==> src/rtl/evo_csr_arb.sv <==
// evo_csr_arb: round-robin arbiter sharing one Avalon-MM CSR slave among NUM_MSTR masters,
// with per-master grant lock, a single tracked outstanding read and a read timeout.
module evo_csr_arb #(
    parameter int NUM_MSTR = 2,
    parameter int CSR_AWIDTH = 16,
    parameter int CSR_DWIDTH = 32,
    parameter int RD_TIMEOUT = 64,
    parameter logic [CSR_DWIDTH-1:0] TIMEOUT_DATA = 32'hDEAD_BEEF
) (
    input  logic                           clk,
    input  logic                           rstn,
    input  logic [NUM_MSTR*CSR_AWIDTH-1:0] m_address,
    input  logic [NUM_MSTR-1:0]            m_read,
    input  logic [NUM_MSTR-1:0]            m_write,
    input  logic [NUM_MSTR*CSR_DWIDTH-1:0] m_writedata,
    input  logic [NUM_MSTR-1:0]            m_lock,
    output logic [NUM_MSTR-1:0]            m_waitrequest,
    output logic [NUM_MSTR-1:0]            m_readdatavalid,
    output logic [CSR_DWIDTH-1:0]          m_readdata,
    output logic [CSR_AWIDTH-1:0]          s_address,
    output logic                           s_read,
    output logic                           s_write,
    output logic [CSR_DWIDTH-1:0]          s_writedata,
    input  logic                           s_waitrequest,
    input  logic                           s_readdatavalid,
    input  logic [CSR_DWIDTH-1:0]          s_readdata,
    output logic                           rd_timeout
);
    localparam int PW = (NUM_MSTR > 1) ? $clog2(NUM_MSTR) : 1;
    localparam int CW = $clog2(RD_TIMEOUT);
    localparam logic [1:0] ST_IDLE = 2'd0;
    localparam logic [1:0] ST_OWN = 2'd1;
    localparam logic [1:0] ST_RDWAIT = 2'd2;

    // Operands are both below NUM_MSTR, so one conditional subtract is a full modulo.
    function automatic logic [PW-1:0] f_wrap(input logic [PW:0] v);
        return (v >= (PW+1)'(NUM_MSTR)) ? PW'(v - (PW+1)'(NUM_MSTR)) : PW'(v);
    endfunction

    logic [1:0]            r_state;
    logic [PW-1:0]         r_grant;
    logic [PW-1:0]         r_ptr;
    logic [CW-1:0]         r_cnt;
    logic [NUM_MSTR-1:0]   w_req;
    logic [2*NUM_MSTR-1:0] w_rot;
    logic [PW-1:0]         w_pick;
    logic [PW-1:0]         w_ptr_nxt;
    logic                  w_own;
    logic                  w_rd_acc;
    logic                  w_wr_acc;
    logic                  w_ret;

    assign w_req = m_read | m_write;
    assign w_rot = {w_req, w_req} >> r_ptr;
    assign w_ptr_nxt = f_wrap({1'b0, r_grant} + 1'b1);
    assign w_own = r_state == ST_OWN;

    // Scanning downwards lets the requester closest to r_ptr win.
    always_comb begin
        w_pick = r_ptr;
        for (int i = NUM_MSTR - 1; i >= 0; i--)
            if (w_rot[i]) w_pick = f_wrap({1'b0, r_ptr} + (PW+1)'(i));
    end

    assign s_address = m_address[r_grant*CSR_AWIDTH +: CSR_AWIDTH];
    assign s_writedata = m_writedata[r_grant*CSR_DWIDTH +: CSR_DWIDTH];
    assign s_read = w_own & m_read[r_grant];
    assign s_write = w_own & m_write[r_grant];
    assign w_rd_acc = s_read & ~s_waitrequest;
    assign w_wr_acc = s_write & ~s_waitrequest;
    assign w_ret = s_readdatavalid | (r_cnt == CW'(RD_TIMEOUT - 1));

    always_comb begin
        m_waitrequest = '1;
        if (w_own) m_waitrequest[r_grant] = s_waitrequest;
    end

    always_ff @(posedge clk or negedge rstn) begin
        if (!rstn) begin
            r_state <= ST_IDLE;
            r_grant <= '0;
            r_ptr <= '0;
            r_cnt <= '0;
            m_readdatavalid <= '0;
            m_readdata <= '0;
            rd_timeout <= 1'b0;
        end else begin
            m_readdatavalid <= '0;
            rd_timeout <= 1'b0;
            case (r_state)
                ST_IDLE: begin
                    if (|w_req) begin
                        r_grant <= w_pick;
                        r_state <= ST_OWN;
                    end
                end
                ST_OWN: begin
                    if (w_rd_acc) begin
                        r_state <= ST_RDWAIT;
                        r_cnt <= '0;
                    end else if ((w_wr_acc || !w_req[r_grant]) && !m_lock[r_grant]) begin
                        r_state <= ST_IDLE;
                        r_ptr <= w_ptr_nxt;
                    end
                end
                ST_RDWAIT: begin
                    r_cnt <= r_cnt + 1'b1;
                    // Real data takes priority over a coincident timeout.
                    if (w_ret) begin
                        m_readdatavalid[r_grant] <= 1'b1;
                        m_readdata <= s_readdatavalid ? s_readdata : TIMEOUT_DATA;
                        rd_timeout <= ~s_readdatavalid;
                        r_state <= m_lock[r_grant] ? ST_OWN : ST_IDLE;
                        if (!m_lock[r_grant]) r_ptr <= w_ptr_nxt;
                    end
                end
                default: r_state <= ST_IDLE;
            endcase
        end
    end
endmodule

==> config.mk <==
export PLATFORM = sky130hd
export DESIGN_NAME = evo_csr_arb
export DESIGN_NICKNAME = d
export VERILOG_FILES = /design/src/rtl/evo_csr_arb.sv
export SDC_FILE = /design/constraint.sdc
export NUM_CORES = 1
export LEC_CHECK = 0
export ABC_AREA = 1
export CORE_UTILIZATION = 34
export DETAILED_ROUTE_END_ITERATION = 7
export PLACE_DENSITY = 0.87
export RECOVER_POWER = 100
export SLEW_MARGIN = 15
export SYNTH_ARGS = -nofsm -noshare
export SYNTH_HDL_FRONTEND = slang
export SYNTH_SLANG_ARGS = --single-unit
==> constraint.sdc <==
create_clock -name clk -period 4.4 [get_ports clk]
set_input_delay 0.88 -clock clk [delete_from_list [all_inputs] [get_ports clk]]
set_output_delay 0.88 -clock clk [all_outputs]
set_load 0.005 [all_outputs]
Word-level counts from Yosys, hierarchy flattened
Cells that the tools add are included.
{ "word_totals": {"regBits": 45, "elab_cells": 88} }
{ "classes": {"add_sub_neg": 6, "magnitude_cmp": 5, "eq_ne": 10, "shifts": 3, "n_mux": 34, "bitwise": 10, "reduce_logical": 13} }
{ "ops": {"columns": ["cell", "n"], "rows": [
  ["$shiftx A64 B7 Y32", 1],
  ["$mux W32", 1],
  ["$shiftx A32 B6 Y16", 1],
  ["$mux W1", 21],
  ["$mux W2", 7],
  ["$pmux W6 S2", 1],
  ["$ne A2 B2 Y1 const B", 4],
  ["$add A6 B1 Y6 const B", 1],
  ["$eq A6 B6 Y1 const B", 1],
  ["$mux W6", 1],
  ["$pmux W2 S3", 1],
  ["$reduce_and A2 Y1", 3],
  ["$reduce_and A5 Y1", 1],
  ["$add A1 B1 Y2 const B", 2],
  ["$and A1 B1 Y1", 4],
  ["$ge A2 B2 Y1 const B", 2],
  ["$ne A2 B1 Y1 const B", 2],
  ["$or A2 B2 Y2", 2],
  ["$shr A4 B1 Y2", 1],
  ["$ne A3 B1 Y1 const B", 1],
  ["$reduce_and A3 Y1", 1],
  ["$sub A1 B1 Y1 const B", 3],
  ["$eq A2 B1 Y1 const B", 1],
  ["$eq A2 B2 Y1 const B", 1],
  ["14 further kinds", 17]
]} }

Longest topological paths before layout
{ "logic_depth": {"word_depth": 9, "ltp_mapped": 12, "ltp_nobuf": 10} }

Worst setup path after synthesis
OpenSTA, ideal clock, no wires.
{ "synth_path": {"kind": "input -> output", "start": "in m_read[1]", "end": "out s_read", "arrival_time_ns": 1.153, "path_slack_ns": 2.367, "cell_stages": 3, "cell_sequence": "inv_1 -> nand2_1 -> and3_1"} }
{ "synth_via": {"elab_chain_cells": 3} }
{ "synth_rtl": {"columns": ["item", "line", "source"], "rows": [
  ["start, declared", "13", "input logic [NUM_MSTR-1:0] m_read,"],
  ["$mux W1 (implied by the code) (2 in series)", "67", "assign s_read = w_own & m_read[r_grant];"],
  ["$and A1 B1 Y1", "67", null],
  ["end, declared", "21", "output logic s_read,"]
]} }
No other way between the ends. The select of a mux whose other input is x is not followed.

Final worst setup path
{ "layout_path": {"start": "reg r_grant", "end": "out s_read"} }
{ "layout_via": {"elab_chain_cells": 3} }
{ "layout_rtl": {"columns": ["item", "line", "source"], "rows": [
  ["start, declared", "41", "logic [PW-1:0] r_grant;"],
  ["start signal, assigned", "93", "r_grant <= w_pick;"],
  ["$mux W1 (implied by the code) (2 in series)", "67", null],
  ["$and A1 B1 Y1", "67", null]
]} }
No other way between the ends. The select of a mux whose other input is x is not followed.

==> qor.yml <==
run_status:
  status: "finished with violations"
  violations: "capacitance limit, slew limit"
synth:
  synthFlopType: "dfrtp_1"
  synth_area_leaders: "dfrtp_1 (45%), nand2_1 (26%), o22a_1 (8.5%)"
  syn_area_per_cell_um2: 7.584
  netlist_instances: 327
  synth_top_area_cell: "dfrtp_1"
  synth_cell_types: 29
  async_flop_share_pct: 100.0
  yosys_warnings: 0
  synth_edf_count: 0
  syn_area_um2: 2480
  synth_top_area_share_pct: 45.41
  synth_nets: 466
  synth_seq_cells: 45
  synth_seq_area_share_pct: 45.41
  yosys-top-cells-count: "nand2_1 (171), dfrtp_1 (45), o22a_1 (24)"
  yosysMostFrequentCell: "nand2_1"
worst_hold_path:
  whs_endpoint: "r_ptr"
  hold_path_class: "register to register"
  hp-start: "r_ptr"
  hold_path_depth: 2
floorplanning:
  io_pins: 225
  start_util_pct: 35.91
  coreArea_um2: 6907
  die_y_um: 87.41
  chipWidth_um: 87.41
  die_area_um2: 7640
  rows: 30
drt:
  dr.pass1.iters: 4
  drc: 0
  wl_per_cell_um: 13.62
  drt-total-wl_um: 8728
  vias: 2971
  ant_nets: 0
  drtIter0Drc: 96
  routed_via_density: 4.635
layout:
  nets: 683
  area_growth_pct: 95.56
  instances_no_fill: 641
  diodes: 0
  drive_gt1_share_pct: 2.936
cts:
  clk_pin_slew_worst_paths_ps: 80
  clk_latency_ps: 300
  cts_root_buf: "clkbuf_8"
  clkSinkCount: 45
  clk_path_buf_depth: 2
  cts_tree: "built"
  cts_resized: 0
  cts_buffers: 5
  cts_setup_buffers: 0
  htree_levels: 2
  postCtsHoldBufs: 0
grt:
  grt_use_total_pct: 22.91
  grt_first_pass_wirelength_um: 13530
  antenna_found_initial: 0
  grt_overflow: 0
  grt_max_degree: 55
  grt_pass1_vias: 2906
sta:
  relSlewSlack_pct: -52.71
  holdWs_ps: 490.9
  setup_viol: 0
  tightest_slew_ps: 2291
  rsz0062_at_grt: "false"
  finalCritPeriodShare_pct: 78.05
  period_needed_ps: 3434
  fin_setup_tns_ps: 0
  fin_skew_ps: 6.098
  slew_violations: 46
  clock.fmax_ghz: 0.2912
  hold_viol_final: 0
placed_design:
  dp.cells: 633
  routabilityCongestion: 0.8247
  port_buffers: 224
  dp_hpwl_um: 7199
setup_path:
  ff2ff_path_depth: 6
  timing.rr.end: "m_readdata[7]"
  critPathKind: "register to output port"
  cp.required_ps: 3520
  arrival_ps: 2550
  cp-end-kind: "output port"
  rr_startpoint: "r_cnt[0]"
  startpoint_type: "register"
  rrSetupSlack_ps: 1430
  cp_max_fo: 24
power:
  power_density_nw_per_um2: 490.2
  vdd.ir_drop.worst_mv: 0.2440
  p_leak_uw: 0.002249
flow_run:
  drv_cap: 1
-- registers in the layout (all words and copies together) (netlist names) --
register and count:
m_readdata 32, m_readdatavalid 2, r_cnt 6, r_grant 1
r_ptr 1, r_state 2, rd_timeout 1
-- metrics by stage --
| stage | total power, µW | utilization (%) | worst slack, ps | instance area (µm²) |
|---|---|---|---|---|
| 2_1_floorplan | 1352 | - | 2367 | 2480 |
| 3_3_place_gp | 2245 | 68.99 | 1328 | 4765 |
| 3_5_place_dp | 2287 | 68.99 | 1316 | 4765 |
| 4_1_cts | 2549 | 70.29 | 1316 | 4855 |
| 5_1_grt | 2585 | 70.22 | 724.2 | 4850 |
| 6_report | 2378 | 70.22 | 966.0 | 4850 |
-- kinds of logic (layout without fill, tap and decap cells) --
kind of cell,after synthesis,in the layout,share of synthesized area [%]
and+or+nand+nor,196,196,31.43
xor gates and xnor gates,3,3,1.060
adders and majority gates,1,1,0.5045
DFF,45,45,45.41
buffers and inverters,33,251,6.458
AOI/OAI and AO/OA,49,49,15.14
-- cells in the final DEF (no fill, tap or decap), types with 2 or more instances in the layout --
cell type | synthesis | final
a21oi_1 | 5 | 5
a22o_1 | 8 | 8
buf_4 | 4 | 2
clkbuf_1 | 10 | 2
clkbuf_8 | 0 | 5
clkdlybuf4s50_1 | 0 | 136
dfrtp_1 | 45 | 45
dlygate4sd3_1 | 0 | 87
inv_1 | 12 | 13
inv_4 | 2 | 2
nand2_1 | 171 | 171
nand3_1 | 9 | 9
nor2_1 | 10 | 10
o21ai_0 | 7 | 8
o22a_1 | 24 | 24
xor2_1 | 2 | 2
-- critical path: stages, from the launching register on --
cell and delay, ps:
dfrtp_1 380, inv_1 220, clkbuf_1 760, nand2_1 200, and3_1 230, clkdlybuf4s50_1 470
-- layer usage --
| metal | up-vias | global-route usage (%) | routed length [µm] | share of wire (%) |
|---|---|---|---|---|
| li1 | 1490 | - | - | - |
| met2 | 145 | 42.26 | 4404 | 50 |
| met1 | 1322 | 23.60 | 3188 | 37 |
| met5 | - | 0 | 0 | 0 |
| met4 | 0 | 8.644 | 222 | 2.5 |
| met3 | 14 | 8.152 | 913 | 10 |
-- power breakdown --
group	internal [µW]	switching (µW)	leakage [µW]	total, µW
Clock	113	139	0.0000445	252
Combinational	792	633	0.00166	1430
Sequential	599	101	0.000543	700
-- how the worst max path moves through the flow --
stage	startpoint	endpoint	cells past startpoint
floorplan	m_read[1]	s_read	3
global placement	m_write[1]	s_write	4
detailed placement	m_read[0]	s_read	5
CTS	m_read[0]	s_read	5
global route	r_grant	s_read	5
finish	r_grant	s_read	5
-- area by class of cell --
| type | count | area, µm² |
|---|---|---|
| Clock buffer | 5 | 68.82 |
| Sequential cell | 45 | 1126 |
| Tap cell | 96 | 120.1 |
| Inverter | 16 | 65.06 |
| Clock inverter | 3 | 21.27 |
| Timing Repair Buffer | 227 | 2255 |
| Multi-Input combinational cell | 249 | 1194 |
| Fill cell | 567 | 2057 |
Note: power is estimated with default switching activity, not from simulation.
